<file path="config.mk">
export PLATFORM = sky130hd
export DESIGN_NAME = instr_encoder
export DESIGN_NICKNAME = d
export VERILOG_FILES = /design/src/rtl/instr_encoder.sv
export SDC_FILE = /design/constraint.sdc
export NUM_CORES = 1
export LEC_CHECK = 0
export ABC_CLOCK_PERIOD_IN_PS = 1600
export BUFFER_PORTS_ARGS = -buffer_cell sky130_fd_sc_hd__buf_4
export CORE_ASPECT_RATIO = 0.8
export CORE_MARGIN = 3
export CORE_UTILIZATION = 35
export DETAILED_ROUTE_END_ITERATION = 8
export GPL_TIMING_DRIVEN = 0
export PLACE_DENSITY = 0.6
export SKIP_LAST_GASP = 1
export SLEW_MARGIN = 20
export SYNTH_ARGS = -nofsm -noshare
export SYNTH_HDL_FRONTEND = slang
export SYNTH_SLANG_ARGS = --single-unit
</file>
<file path="constraint.sdc">
create_clock -name clk -period 1.6 [get_ports clk]
set_clock_uncertainty 0.2 [all_clocks]
set_input_delay 0.08 -clock clk [delete_from_list [all_inputs] [get_ports clk]]
set_output_delay 0.08 -clock clk [all_outputs]
set_load 0.01 [all_outputs]
</file>
<file path="src/rtl/instr_encoder.sv">
// rtl/instr_encoder.sv - RV32I instruction encoder, two-stage valid/ready pipeline with IMEM word addressing
// Optional range/alignment checking of immediates: define INSTR_ENC_RANGE_CHK_EN.
`timescale 1ns/1ps
module instr_encoder #(
    parameter int                ADDR_W      = 32,
    parameter logic [ADDR_W-1:0] BASE_ADDR   = ADDR_W'(32'h0000_0000),
    parameter int                DEPTH_WORDS = 1024
) (
    input  logic              clk,
    input  logic              rst_n,
    input  logic              in_valid,
    output logic              in_ready,
    input  logic [2:0]        in_fmt,
    input  logic [6:0]        in_opcode,
    input  logic [4:0]        in_rd,
    input  logic [4:0]        in_rs1,
    input  logic [4:0]        in_rs2,
    input  logic [2:0]        in_funct3,
    input  logic [6:0]        in_funct7,
    input  logic [31:0]       in_imm,
    input  logic              addr_clr,
    output logic              out_valid,
    input  logic              out_ready,
    output logic [31:0]       out_instr,
    output logic [ADDR_W-1:0] out_addr,
    output logic              out_err
);

    localparam int          IW  = (DEPTH_WORDS > 2) ? $clog2(DEPTH_WORDS) : 1;
    localparam logic [31:0] NOP = 32'h0000_0013;
`ifdef INSTR_ENC_RANGE_CHK_EN
    localparam bit RANGE_CHK = 1'b1;
`else
    localparam bit RANGE_CHK = 1'b0;
`endif

    logic        s1_valid;
    logic [2:0]  s1_fmt;
    logic [6:0]  s1_opcode;
    logic [4:0]  s1_rd;
    logic [4:0]  s1_rs1;
    logic [4:0]  s1_rs2;
    logic [2:0]  s1_funct3;
    logic [6:0]  s1_funct7;
    logic [31:0] s1_imm;

    logic        s2_valid;
    logic [31:0] s2_instr;
    logic        s2_err;
    logic [IW-1:0] idx;

    logic        s2_free;
    logic [31:0] enc_instr;
    logic        enc_err;
    logic        range_ok;
    logic        fits12;
    logic        fits13;
    logic        fits21;

    assign s2_free  = !s2_valid || out_ready;
    assign in_ready = !s1_valid || s2_free;

    // A signed value fits in N bits when everything from bit N-1 upward is pure sign extension
    assign fits12 = (&s1_imm[31:11]) | ~(|s1_imm[31:11]);
    assign fits13 = (&s1_imm[31:12]) | ~(|s1_imm[31:12]);
    assign fits21 = (&s1_imm[31:20]) | ~(|s1_imm[31:20]);

    always_comb begin
        enc_instr = NOP;
        enc_err   = 1'b0;
        range_ok  = 1'b1;
        case (s1_fmt)
            3'd0: enc_instr = {s1_funct7, s1_rs2, s1_rs1, s1_funct3, s1_rd, s1_opcode};
            3'd1: begin
                enc_instr = {s1_imm[11:0], s1_rs1, s1_funct3, s1_rd, s1_opcode};
                range_ok  = fits12;
            end
            3'd2: begin
                enc_instr = {s1_imm[11:5], s1_rs2, s1_rs1, s1_funct3, s1_imm[4:0], s1_opcode};
                range_ok  = fits12;
            end
            3'd3: begin
                enc_instr = {s1_imm[12], s1_imm[10:5], s1_rs2, s1_rs1, s1_funct3,
                             s1_imm[4:1], s1_imm[11], s1_opcode};
                range_ok  = fits13 & ~s1_imm[0];
            end
            3'd4: begin
                enc_instr = {s1_imm[31:12], s1_rd, s1_opcode};
                range_ok  = ~(|s1_imm[11:0]);
            end
            3'd5: begin
                enc_instr = {s1_imm[20], s1_imm[10:1], s1_imm[11], s1_imm[19:12], s1_rd, s1_opcode};
                range_ok  = fits21 & ~s1_imm[0];
            end
            default: enc_err = 1'b1;
        endcase
        if (RANGE_CHK && !range_ok) begin
            enc_instr = NOP;
            enc_err   = 1'b1;
        end
    end

    always_ff @(posedge clk or negedge rst_n) begin
        if (!rst_n) begin
            s1_valid  <= 1'b0;
            s1_fmt    <= '0;
            s1_opcode <= '0;
            s1_rd     <= '0;
            s1_rs1    <= '0;
            s1_rs2    <= '0;
            s1_funct3 <= '0;
            s1_funct7 <= '0;
            s1_imm    <= '0;
        end else if (in_ready) begin
            s1_valid <= in_valid;
            if (in_valid) begin
                s1_fmt    <= in_fmt;
                s1_opcode <= in_opcode;
                s1_rd     <= in_rd;
                s1_rs1    <= in_rs1;
                s1_rs2    <= in_rs2;
                s1_funct3 <= in_funct3;
                s1_funct7 <= in_funct7;
                s1_imm    <= in_imm;
            end
        end
    end

    always_ff @(posedge clk or negedge rst_n) begin
        if (!rst_n) begin
            s2_valid <= 1'b0;
            s2_instr <= '0;
            s2_err   <= 1'b0;
        end else if (s2_free) begin
            s2_valid <= s1_valid;
            if (s1_valid) begin
                s2_instr <= enc_instr;
                s2_err   <= enc_err;
            end
        end
    end

    // Clear takes priority so a word handshaking alongside addr_clr keeps its old address
    always_ff @(posedge clk or negedge rst_n) begin
        if (!rst_n) begin
            idx <= '0;
        end else if (addr_clr) begin
            idx <= '0;
        end else if (out_valid && out_ready) begin
            idx <= idx + 1'b1;
        end
    end

    assign out_valid = s2_valid;
    assign out_instr = s2_instr;
    assign out_err   = s2_err;
    assign out_addr  = BASE_ADDR + (ADDR_W'(idx) << 2);

endmodule

</file>
# ---- Yosys cells after proc, flatten, opt, wreduce, memory -nomap -nowiden
# Index checks and enable logic that the tools add are counted.
dict set report totals {
  register_bits 112
  in_bits 72
  elab_cells 33
}
dict set report op_classes {
  addsub 1
  n_eq_ne 5
  n_mux 4
  reduce_logical 10
}
# cell n
set ops {}
lappend ops {{$pmux 32 s6} 1}
lappend ops {{$mux 10} 2}
lappend ops {{$add 10x1->10 const B} 1}
lappend ops {{$eq 3x2->1 const B} 2}
lappend ops {{$eq 3x3->1 const B} 2}
lappend ops {{$reduce_or 6->1} 1}
lappend ops {{$reduce_and 2->1} 2}
lappend ops {{$eq 3x1->1 const B} 1}
lappend ops {{$logic_not 3->1} 1}
lappend ops {{$logic_not 1->1} 2}
lappend ops {{$logic_or 1x1->1} 2}
lappend ops {{$reduce_bool 2->1} 1}
lappend ops {{$logic_and 1x1->1} 1}
lappend ops {{$mux 1} 1}

# ---- Longest topological paths before layout
dict set report depth {
  ltp_word 4
  ltp_mapped 6
  mapped_depth_nobuf 5
}

# ---- Worst setup path before layout
# No wires, ideal clock.
dict set report synth_path {
  path_kind {reg2reg}
  from {register s2_valid, in the netlist out_valid}
  to {register s1_funct7[0]}
  arrival_time_ps 1319
  path_slack_ps -45
  stages_incl_launch_ff 6
  path_buffers 2
  path_cell_list {dfrtp_1 -> nand3b_4 -> nand2_2 -> buf_6 -> buf_8 -> mux2_4}
}
dict set report synth_via {
  elab_chain_len 4
}
# element line
set synth_rtl {}
lappend synth_rtl {{from (decl)} 47} ;# logic s2_valid;
lappend synth_rtl {{from (signal assigned)} 135} ;# s2_valid <= s1_valid;
lappend synth_rtl {{$logic_not 1->1} 60} ;# assign s2_free = !s2_valid || out_ready;
lappend synth_rtl {{$logic_or 1x1->1} 60}
lappend synth_rtl {{$logic_or 1x1->1} 61} ;# assign in_ready = !s1_valid || s2_free;
lappend synth_rtl {{via in_ready} 12} ;# output logic in_ready,
lappend synth_rtl {{$reduce_and 2->1 (no line)} --}
lappend synth_rtl {{to (signal assigned)} 123} ;# s1_funct7 <= in_funct7;
lappend synth_rtl {{to (decl)} 44} ;# logic [6:0] s1_funct7;
# The timed path passes the listed nets, and every way through them passes these cells.
# A chain may end at the register's enable or synchronous reset.

# ---- Worst setup path after layout
dict set report layout_path {
  from {register s1_fmt[2]}
  to {register s2_instr[23], in the netlist out_instr[23]}
}
dict set report layout_via {
  elab_chain_len 2
  word_cells_on_any_way 7
  classes_between {5 x eq/ne; 1 x mux; 1 x reduce/logical}
}
# element line
set layout_rtl {}
lappend layout_rtl {{from (decl)} 38} ;# logic [2:0] s1_fmt;
lappend layout_rtl {{from (signal assigned)} 117} ;# s1_fmt <= in_fmt;
lappend layout_rtl {{$eq 3x3->1 (tied with other cells)} 72} ;# case (s1_fmt)
lappend layout_rtl {{$pmux 32 s6 (*)} 72}
lappend layout_rtl {{to (signal assigned)} 137} ;# s2_instr <= enc_instr;
lappend layout_rtl {{to (decl)} 48} ;# logic [31:0] s2_instr;
# Every way passes the cells marked *; elsewhere a longest branch is shown, timed or not.

==> impl_metrics.csv <==
group,metric,value,unit
clock_network,clockBufferDepth,2,
timing,setup_viol,15,
synthesis,async_reset_ff_share,100.0,%
floorplan,ioPinCount,139,
floorplan,die_h,114.2,um
synthesis,syn_inst,420,
global_routing,grt_antenna_before_repair,0,
critical_path,required,1.63,ns
power,p_leak,3.669,nW
timing,min_period,1.640,ns
timing,rsz0062_at_grt,"true",
power,swShare,29.46,%
power,seqPwrFrac,44.8,%
routing,first_pass_iters,4,
final_layout,fillers,1189,
final_layout,area_growth,50.54,%
synthesis,synth_edf_count,0,
global_routing,track_usage,16.74,%
run_status,run_status,"finished with violations",
floorplan,design.core.area,13930,um2
synthesis,seq_area_frac_synth,54.77,%
clock_network,h-tree-depth,3,
power,p_comb_share,28.2,%
clock_network,cts_tree,"done",
routing,drcViolationCount,0,
routing,viasPerCell,4.612,
power,power_switching,0.002389,W
placed_design,portBuffers,116,
global_routing,grt_pass1_wl,21.07,mm
critical_path,timing.rr.end,"out_instr[23]",
synthesis,yosys.area.top_type,"dfrtp_1",
synthesis,synth_top_area_share,54.77,%
synthesis,yosysMostFrequentCell,"dfrtp_1",
power,power.internal,0.005721,W
final_layout,antennaDiodeCount,0,
min_path,whs_endpoint,"out_valid",
global_routing,grt_max_degree,113,
job,timing.max_cap.violations,0,
floorplan,die_area,16120,um2
synthesis,syn_area,5117,um2
critical_path,reg2regPathDepth,5,
synthesis,yosysUniqueCellTypes,38,
synthesis,avgSynthCellArea,12.18,um2
clock_network,clk_pin_slew,0.07,ns
critical_path,critPathLaunchType,"register",
timing,max_freq,0.6097,GHz
critical_path,reg2reg_from,"s1_fmt[2]",
critical_path,arrival,1.67,ns
routing,wl_per_cell,16.24,um
critical_path,worstPathMaxFanout,5,
placed_design,place_congestion,0.7649,
final_layout,layout-drive-gt1-share,44.66,%
placed_design,hpwlAfterDp,9.089,mm
floorplan,die_x,141.2,um
min_path,hold_path_class,"in -> reg",
run_status,violations,"negative setup slack",
timing,tightest_slew,0.8986,ns
timing,worst_slack,-0.04014,ns
global_routing,grt_pass1_vias,4023,
critical_path,setup.worst_path.end_class,"register",
synthesis,synth-seq-cells,112,
global_routing,grt_remaining_overflow,0,
power,p_clk_share,27.0,%
synthesis,ys.flop_type,"dfrtp_1",
min_path,min_path_cells,3,
routing,ant_nets,0,
power,peakVddDrop,614.6,uV
power,p_per_area,1053,nW/um2
routing,vias,3897,
timing,relSlewSlack,40.10,%
min_path,min_from,"out_ready",
timing,hold_viol_final,0,
critical_path,path_class,"reg -> reg",
timing,whs,0.01874,ns
routing,drt_iter0_drc,181,
timing,period_share,102.5,%
final_layout,nNetsFinal,733,
synthesis,yosys_warnings,0,
clock_network,worst_skew_pair.late_latency,0.35,ns
clock_network,root_buffer,"clkbuf_16",
routing,totalWireLength,13.72,mm
floorplan,fp-row-count,38,
timing,drv_slew,0,
clock_network,cts_made_buffers,9,
synthesis,synthTopCellsByCount,"dfrtp_1, nand2_1, mux2_2",
floorplan,initial_core_util,36.73,%
placed_design,dp_slack,-0.1363,ns
synthesis,synth_area_leaders,"dfrtp_1, mux2_2, mux2_4",
critical_path,rrSetupSlack,-0.04,ns
clock_network,clkSinkCount,112,
==> final cells by class <==
class                      count  area, um2  share of cell area, %
buffer                        46      385.4                  5.002
clock buffer                  10      239.0                  3.102
clock inverter                 6      50.05                 0.6497
inverter                       6      26.28                 0.3411
multi-input combinational    278       2168                  28.15
sequential                   112       2808                  36.45
tap                          180      225.2                  2.924
timing repair buffer         207       1802                  23.39
==> metrics by stage <==
stage | cell area [um2] | util, % | TNS (ns) | cells | total power, W
after floorplan | 5197 | - | 0 | 441 | 0.004686
final | 7704 | 55.30 | -0.2882 | 845 | 0.008109
after global routing | 7704 | 55.30 | -2.364 | 845 | 0.008537
after CTS | 7530 | 54.05 | -0.7604 | 838 | 0.008071
after detailed placement | 6297 | 45.20 | -4.925 | 737 | 0.005571
after global placement | 6294 | 45.18 | -3.654 | 737 | 0.005522
==> placed cells by master (no fill, tap or decap), types with 5 or more instances in the layout <==
cell type and count:
clkbuf_16 9, nand2_1 40, mux2_4 31, o21ai_0 27, a21oi_1 23, dfrtp_1 108, conb_1 22, mux2i_1 5
nor2b_1 17, xor2_1 5, mux2_2 40, inv_1 5, nor2_1 10, buf_4 157, nor3_1 5, dlygate4sd3_1 72
==> kinds of logic (layout without fill, tap and decap cells) <==
kind of cell | count (synthesis) | in the layout | synth area share [%]
mux | 78 | 78 | 19.19
compound gates | 72 | 72 | 8.069
flops | 112 | 112 | 54.77
other cells | 1 | 22 | 0.07328
buf+inv | 52 | 275 | 6.943
fa+ha+maj | 1 | 1 | 0.2445
simple gates | 96 | 97 | 9.340
xor+xnor | 8 | 8 | 1.369
==> repair_timing <==
action	4_1_cts	5_1_grt
setup endpoints to repair	81	86
endpoints found under the hold margin	183	0
pin swaps	6	11
gates resized for setup	20	40
hold buffers	72	0
setup buffers	10	6
cloned	3	1
==> state kept, by name, indices dropped and copies added (netlist names) <==
name and cells:
s1_rd 5, s1_fmt 3, s1_imm 32, out_err 1, out_instr 32, s1_opcode 7, s1_valid 1, s1_rs1 5
out_valid 1, s1_rs2 5, s1_funct3 3, s1_funct7 7, idx 10
==> per-layer routing <==
| metal | share of wire, % | up-vias | global-route usage (%) |
|---|---|---|---|
| met1 | 47 | 1888 | 23.48 |
| li1 | - | 1888 | - |
| met5 | 0 | - | 0 |
| met2 | 47 | 112 | 26.85 |
| met4 | 0.65 | 0 | 3.486 |
| met3 | 4.9 | 9 | 3.716 |
==> worst max-delay path: stages, from the launching register on <==
cell and delay [ns]:
dfrtp_2 0.46, buf_6 0.16, and2b_2 0.24, a22oi_1 0.15, nor3_1 0.06, a221o_1 0.26
==> worst max path at each step <==
stage | startpoint | end | slack [ns]
2_1_floorplan | out_valid | s1_funct7[0] | 0.03
3_3_place_gp | rst_n | out_valid | -0.08
3_5_place_dp | s1_fmt[2] | out_instr[9] | -0.14
4_1_cts | s1_valid | s1_imm[18] | -0.04
5_1_grt | s1_fmt[2] | out_instr[23] | -0.07
6_report | s1_fmt[2] | out_instr[23] | -0.04
==> power by group through the flow <==
| stage | sequential [W] | clock, W | combinational, W |
|---|---|---|---|
| 6_report | 0.00363 | 0.00219 | 0.00229 |
| 5_1_grt | 0.00369 | 0.00236 | 0.00248 |
| 2_1_floorplan | 0.00368 | 0 | 0.00100 |
| 3_3_place_gp | 0.00364 | 0 | 0.00188 |
| 3_5_place_dp | 0.00366 | 0 | 0.00191 |
| 4_1_cts | 0.00361 | 0.00227 | 0.00220 |
No activity file was read; power rests on OpenSTA's default activity.
